File: src/rtl/axi_lite_read_responder.sv
// AXI4-Lite read responder: one outstanding AR, decodes range/alignment/protection,
// fetches the word from a synchronous register file and holds the R beat until accepted.
module axi_lite_read_responder #(
   parameter int unsigned ADDR_W      = 32,
   parameter int unsigned NUM_REGS    = 16,
   parameter int unsigned RD_LATENCY  = 1,
   parameter int unsigned SECURE_ONLY = 0,
   localparam int unsigned IDX_W      = (NUM_REGS > 1) ? $clog2(NUM_REGS) : 1
) (
   input  logic              ACLK,
   input  logic              ARESET,
   input  logic              ARVALID,
   output logic              ARREADY,
   input  logic [ADDR_W-1:0] ARADDR,
   input  logic [2:0]        ARPROT,
   output logic              RVALID,
   input  logic              RREADY,
   output logic [31:0]       RDATA,
   output logic [1:0]        RRESP,
   output logic              mem_rd_en,
   output logic [IDX_W-1:0]  mem_rd_addr,
   input  logic [31:0]       mem_rd_data
);

   localparam int unsigned     CNT_W      = 2;
   localparam logic [ADDR_W:0] ADDR_LIMIT = (ADDR_W + 1)'(NUM_REGS * 4);
   localparam logic [1:0]      RESP_OKAY  = 2'b00;
   localparam logic [1:0]      RESP_SLV   = 2'b10;
   localparam logic [1:0]      RESP_DEC   = 2'b11;

   typedef enum logic [1:0] {
      S_IDLE,
      S_READ,
      S_WAIT,
      S_RESP
   } state_t;

   state_t             state;
   state_t             state_n;
   logic [CNT_W-1:0]   cnt;
   logic [CNT_W-1:0]   cnt_n;
   logic               arready_n;
   logic               rvalid_n;
   logic [31:0]        rdata_n;
   logic [1:0]         rresp_n;
   logic               rd_en_n;
   logic [IDX_W-1:0]   rd_addr_n;

   logic               addr_oor;
   logic               addr_mis;
   logic               prot_bad;
   logic               unused_prot;

   // Address decode, evaluated only in the handshake cycle
   assign addr_oor    = ({1'b0, ARADDR} >= ADDR_LIMIT);
   assign addr_mis    = (ARADDR[1:0] != 2'b00);
   assign prot_bad    = (SECURE_ONLY != 0) && ARPROT[1];
   assign unused_prot = ^ARPROT;

   always_ff @(posedge ACLK or posedge ARESET) begin
      if (ARESET) begin
         state       <= S_IDLE;
         cnt         <= '0;
         ARREADY     <= 1'b0;
         RVALID      <= 1'b0;
         RDATA       <= '0;
         RRESP       <= RESP_OKAY;
         mem_rd_en   <= 1'b0;
         mem_rd_addr <= '0;
      end else begin
         state       <= state_n;
         cnt         <= cnt_n;
         ARREADY     <= arready_n;
         RVALID      <= rvalid_n;
         RDATA       <= rdata_n;
         RRESP       <= rresp_n;
         mem_rd_en   <= rd_en_n;
         mem_rd_addr <= rd_addr_n;
      end
   end

   always_comb begin
      state_n   = state;
      cnt_n     = cnt;
      arready_n = ARREADY;
      rvalid_n  = RVALID;
      rdata_n   = RDATA;
      rresp_n   = RRESP;
      rd_en_n   = 1'b0;
      rd_addr_n = mem_rd_addr;

      case (state)
         S_IDLE: begin
            arready_n = 1'b1;
            if (ARVALID && ARREADY) begin
               arready_n = 1'b0;
               rd_addr_n = ARADDR[IDX_W+1:2];
               if (addr_oor) begin
                  state_n  = S_RESP;
                  rvalid_n = 1'b1;
                  rdata_n  = '0;
                  rresp_n  = RESP_DEC;
               end else if (addr_mis || prot_bad) begin
                  state_n  = S_RESP;
                  rvalid_n = 1'b1;
                  rdata_n  = '0;
                  rresp_n  = RESP_SLV;
               end else begin
                  // Strobe is high for exactly the READ cycle
                  state_n = S_READ;
                  rd_en_n = 1'b1;
               end
            end
         end

         S_READ: begin
            cnt_n   = CNT_W'(RD_LATENCY - 1);
            state_n = S_WAIT;
         end

         S_WAIT: begin
            if (cnt == '0) begin
               rdata_n  = mem_rd_data;
               rresp_n  = RESP_OKAY;
               rvalid_n = 1'b1;
               state_n  = S_RESP;
            end else begin
               cnt_n = cnt - CNT_W'(1);
            end
         end

         S_RESP: begin
            if (RVALID && RREADY) begin
               rvalid_n  = 1'b0;
               arready_n = 1'b1;
               state_n   = S_IDLE;
            end
         end

         default: begin
            state_n = S_IDLE;
         end
      endcase
   end

endmodule
File: config.mk
export PLATFORM = sky130hd
export DESIGN_NAME = axi_lite_read_responder
export DESIGN_NICKNAME = d
export VERILOG_FILES = /design/src/rtl/axi_lite_read_responder.sv
export SDC_FILE = /design/constraint.sdc
export NUM_CORES = 1
export LEC_CHECK = 0
export CORE_MARGIN = 3
export CORE_UTILIZATION = 30
export DETAILED_ROUTE_END_ITERATION = 7
export GPL_TIMING_DRIVEN = 0
export PLACE_DENSITY = 0.75
export SLEW_MARGIN = 40
export SYNTH_ARGS = -nofsm -noshare
export SYNTH_HDL_FRONTEND = slang
export SYNTH_SLANG_ARGS = --single-unit
File: constraint.sdc
create_clock -name ACLK -period 1.6 [get_ports ACLK]
set_input_delay 0.24 -clock ACLK [delete_from_list [all_inputs] [get_ports ACLK]]
set_output_delay 0.24 -clock ACLK [all_outputs]
set_load 0.005 [all_outputs]
## Word level (Yosys, flattened, before mapping)

Cells that the tools add are included.

- Muxes and demuxes: 31
- Reductions and logical operators: 15
- Magnitude comparators: 1
- Add/sub/neg operators: 1
- Eq/ne operators: 8

Operators with widths:

| cell | number |
|---|---|
| $mux W32 | 4 |
| $pmux W32 S2 | 1 |
| $ge A32 B7 Y1 const B | 1 |
| $mux W2 | 10 |
| $mux W1 | 11 |
| $ne A2 B2 Y1 const B | 4 |
| $pmux W2 S2 | 2 |
| $pmux W2 S4 | 1 |
| $reduce_bool A2 Y1 | 4 |
| $reduce_and A2 Y1 | 3 |
| $reduce_and A5 Y1 | 1 |
| $eq A2 B2 Y1 const B | 2 |
| $logic_not A2 Y1 | 2 |
| $reduce_and A4 Y1 | 1 |
| $ne A3 B3 Y1 const B | 1 |
| $pmux W1 S3 | 1 |
| $reduce_and A3 Y1 | 1 |
| $reduce_bool A3 Y1 | 1 |
| $eq A2 B1 Y1 const B | 1 |
| $logic_and A1 B1 Y1 | 2 |
| $pmux W1 S2 | 1 |
| $sub A2 B1 Y2 const B | 1 |

- Input bits: 71
- Logic and storage cells: 64
- Register bits after elaboration: 45

## Longest topological paths before layout

- Depth after elaboration: 5
- Mapped depth: 8

## Least setup slack after synthesis

No wires, ideal clock.

- Path type: flip-flop to flip-flop
- Start: register state[0]
- End: register RRESP[1]
- Setup time: 0.080 ns
- Data arrival time: 1.659 ns
- Cell stages (with the launch flop): 9
- Setup slack: -0.138 ns
- Buffers on the path: 2
- Period minus slack after synthesis: 1.738 ns
- Required time: 1.520 ns
- Cells stage by stage: dfrtp_1 -> inv_1 -> ha_1 -> nand2b_1 -> a21boi_0 -> nor3b_1 -> buf_6 -> buf_12 -> mux2i_1

- Word-level cells in the longest chain between the ends: 3
- Elaborated cells between the ends (all ways): 8
- Classes of those cells: eq/ne: 4; mux: 1; reduce/logical: 3

Ends and longest elaborated chain:

| element | line | source |
|---|---|---|
| start: declaration | 38 | `state_t state;` |
| start signal: assignment | 71 | `state <= state_n;` |
| $eq A2 B2 Y1 / $logic_not A2 Y1 (equally long branches) | 92 | `case (state)` |
| $ne A2 B2 Y1 (no line) (tied with other cells) | - |  |
| $reduce_and A4 Y1 (no line) | - |  |
| end signal: assignment | 76 | `RRESP <= rresp_n;` |
| end: declaration | 19 | `output logic [1:0] RRESP,` |

Parallel ways exist; a longest one is shown, timed or not.
A chain may end at the register's enable or synchronous reset.

## Final worst setup path

- Start: register cnt[0]
- End: register RDATA[30]

- Word-level cells in the longest chain between the ends: 3

Ends and longest elaborated chain:

| element | line | source |
|---|---|---|
| start: declaration | 40 | `logic [CNT_W-1:0] cnt;` |
| start signal: assignment | 72 | `cnt <= cnt_n;` |
| $logic_not A2 Y1 | 122 | `if (cnt == '0) begin` |
| $ne A2 B2 Y1 (no line) | - |  |
| $reduce_and A4 Y1 (no line) | - |  |
| end signal: assignment | 75 | `RDATA <= rdata_n;` |
| end: declaration | 18 | `output logic [31:0] RDATA,` |

Every way passes these cells.

==> reports/results.tsv <==
stage	metric	value	unit
pwr	total power	0.00637	W
sta	Max Fclk	0.558	GHz
sta	Final Max Slew Viols	0	
synthesis	EDFF count, synth	0	
synthesis	Primary FF master, synth	dfrtp_1	
sta	slew margin rel.	0.783	
routing	vias	1856	
worst_hold_path	worst hold-check path type	input pin to async pin	
outcome	run status	finished, violations left	
critical_path	kind of end point of the critical path	flip-flop	
job	max cap viols	0	
routing	DRT iter0 DRCs	27	
synthesis	async set or reset register ratio after synthesis	1.00	
grt	first-pass GRT wire length	9.68	mm
clock_network	worst skew pair latency	290	ps
floorplan	Rows	30	
routing	WL/cell	13.2	um
floorplan	Die X	90.8	um
critical_path	slowest stage cell, crit path	dfrtp_1	
placed_design	Final Wtd Congestion	0.861	
synthesis	#FFs+latches synth	45	
critical_path	critical path startpoint category	flip-flop	
sta	RSZ-0062 raised after global routing	yes	
sta	Finish-stage setup viols	32	
synthesis	synthesized area per cell	10.5	sq um
critical_path	crit-path cells	inv_1, ha_2, nand2b_4, a21boi_4, nor3b_4, buf_12, buf_12, mux2i_2	
critical_path	CP peak stage delay	390	ps
synthesis	Syn. warnings	0	
finish	fillers	599	
placed_design	number of I/O port buffers	108	
synthesis	share of the yosys chip area belonging to registers	0.522	
pwr	Leakage	1.74	nW
pwr	power per cell area	1670	nW/um^2
clock_network	H-tree Lvls	2	
clock_network	CTS buffer count	5	
grt	initial antenna violation count	0	
critical_path	WP data required	1810	ps
synthesis	Distinct cells, synth	26	
sta	setup ws final	-191	ps
critical_path	Critical Path Fanout Max	8	
routing	drt pass-1 iters	4	
sta	setup_tns	-4650	ps
synthesis	Cells after Synth	205	
clock_network	Clock Root Buffer	clkbuf_8	
clock_network	clock sinks	45	
synthesis	Synth Cell Area	2160	sq um
floorplan	die area	8240	sq um
grt	Total GRT Usage	0.144	
grt	largest net degree at the start of global routing	28	
sta	actual slew at the worst max-slew pin	323	ps
grt	vias in the first global route	2012	
synthesis	top cell type's share of synthesized area	0.522	
pwr	Max rail drop VDD	0.600	mV
synthesis	Synth area leaders	dfrtp_1 (52%), mux2i_1 (16%), nand2_1 (7.1%)	
finish	share of cells above drive strength 1	0.179	
clock_network	CTS tree	yes	
critical_path	cell mode on critical path	buf_12	
routing	DR vias/cell	4.25	
sta	Final Hold Fails	0	
floorplan	Top Ports	112	
finish	diode count	0	
finish	Final #Nets	416	
routing	Routed WL	5.76	mm
placed_design	dpl ws	-771	ps
synthesis	Synth Net Count	281	
synthesis	top-count cell post-synth	dfrtp_1	
sta	fin crit share	1.12	
critical_path	critical setup path kind	flip-flop to flip-flop	
sta	skew final	6.45	ps
outcome	failing checks	negative setup slack	
sta	crit path time final	1790	ps
routing	drt drc	0	
floorplan	die height	90.8	um
clock_network	Clk pin slew, worst setup/hold paths	80	ps
finish	area delta synth->final	76.5	%
sta	hold_ws	234	ps
clock_network	Max clock buf depth	2	
synthesis	largest area contributor in the netlist	dfrtp_1	
floorplan	Core Footprint	6870	sq um
critical_path	CP Data Arrival Time	2000	ps
grt	GRT Residual Overflow	0	
routing	post-route ant nets	0	
placed_design	DP HPWL	4.25	mm
synthesis	Commonest cells post-synth	dfrtp_1 (45), nand2_1 (41), inv_1 (39)	
floorplan	Starting Density	0.314	
==> worst paths after layout <==
| kind | slack (ps) | start | end | depth (start not counted) |
|---|---|---|---|---|
| worst min register to register | 520 | mem_rd_addr[2] | mem_rd_addr[2] | 1 |
| min in group ACLK | 500 | mem_rd_data[3] | RDATA[3] | 3 |
| worst max register to register | -190 | cnt[0] | RDATA[30] | 8 |
| worst max-delay path | -190 | cnt[0] | RDATA[30] | 8 |
| max in group asynchronous | 940 | ARESET | RDATA[17] | 3 |
| worst min-delay path | 230 | ARESET | RDATA[5] | 2 |
==> flip-flops by register name, summed over array words and instances (netlist names) <==
register	cells
mem_rd_addr	4
cnt	2
RDATA	32
ARREADY	1
state	2
RVALID	1
RRESP	2
mem_rd_en	1
==> layer usage <==
metal | track usage | up-vias | routed length [um]
li1 | - | 933 | -
met1 | 0.182 | 869 | 2540
met2 | 0.252 | 47 | 2940
met3 | 0.0283 | 7 | 234
met4 | 0.0339 | 0 | 50
met5 | 0 | - | 0
==> report_power, final <==
| part | switching (W) | total [W] | internal [W] |
|---|---|---|---|
| clock | 0.000365 | 0.000874 | 0.000509 |
| sequential | 0.000192 | 0.00169 | 0.00150 |
| combinational | 0.00150 | 0.00381 | 0.00230 |
| total | 0.00206 | 0.00637 | 0.00431 |
==> metrics by stage <==
step / area (sq um) / cells / utilization
detailed placement: 3400 / 410 / 0.495
global route: 3810 / 437 / 0.554
finish: 3810 / 437 / 0.554
floorplan: 2170 / 205 / -
CTS: 3710 / 431 / 0.540
global placement: 3370 / 409 / 0.491
==> critical path: cells and delay by family (launching register included) <==
family	cells	cell delay, ps
multiplexers	1	210
adder cells (fa/ha/maj)	1	170
flip-flops	1	390
buffers and inverters	3	390
AND/OR/NAND/NOR	2	370
AO/OA/AOI/OAI	1	170
==> layout make-up <==
class | count | area, sq um | area share
clock inverters | 1 | 30.0 | 0.00789
repair buffers | 129 | 1300 | 0.342
inverters | 39 | 149 | 0.0391
well taps | 96 | 120 | 0.0315
multi-input cells | 113 | 911 | 0.239
clock buffers | 7 | 86.3 | 0.0227
flip-flops and latches | 45 | 1130 | 0.296
plain buffers | 7 | 82.6 | 0.0217
==> placed cells by master, fill, tap and decap left out, types with 2 or more instances in the layout <==
cell type and instances:
nand2_1 39, clkdlybuf4s15_1 2, dlygate4sd2_1 20, clkbuf_8 6
nor2_1 4, ha_1 2, nor4_2 3, ha_2 2
dfrtp_1 45, o31ai_1 2, buf_12 5, clkdlybuf4s50_1 86
o21ai_0 2, inv_2 3, clkbuf_2 3, mux2i_1 31
mux2i_2 2, buf_16 3, nand3_1 2, mux2_2 4
nor4_1 2, buf_4 15, inv_1 35
==> logic make-up after synthesis <==
family | after synthesis | synth area share
muxes | 38 | 0.179
and+or+nand+nor | 60 | 0.128
buffers and inverters | 47 | 0.108
DFF | 45 | 0.522
AOI/OAI and AO/OA | 10 | 0.0342
adders and majority gates | 5 | 0.0290
==> what timing repair did <==
| action | CTS | global route |
|---|---|---|
| hold endpoints to repair | 0 | 0 |
| endpoints found under the setup margin | 38 | 37 |
| gates resized for setup | 41 | 16 |
| pin swaps | 11 | 3 |
| cloned | 3 | 0 |
| hold buffers | 0 | 0 |
| buffers inserted | 11 | 7 |
Note: power is estimated with default switching activity, not from simulation.
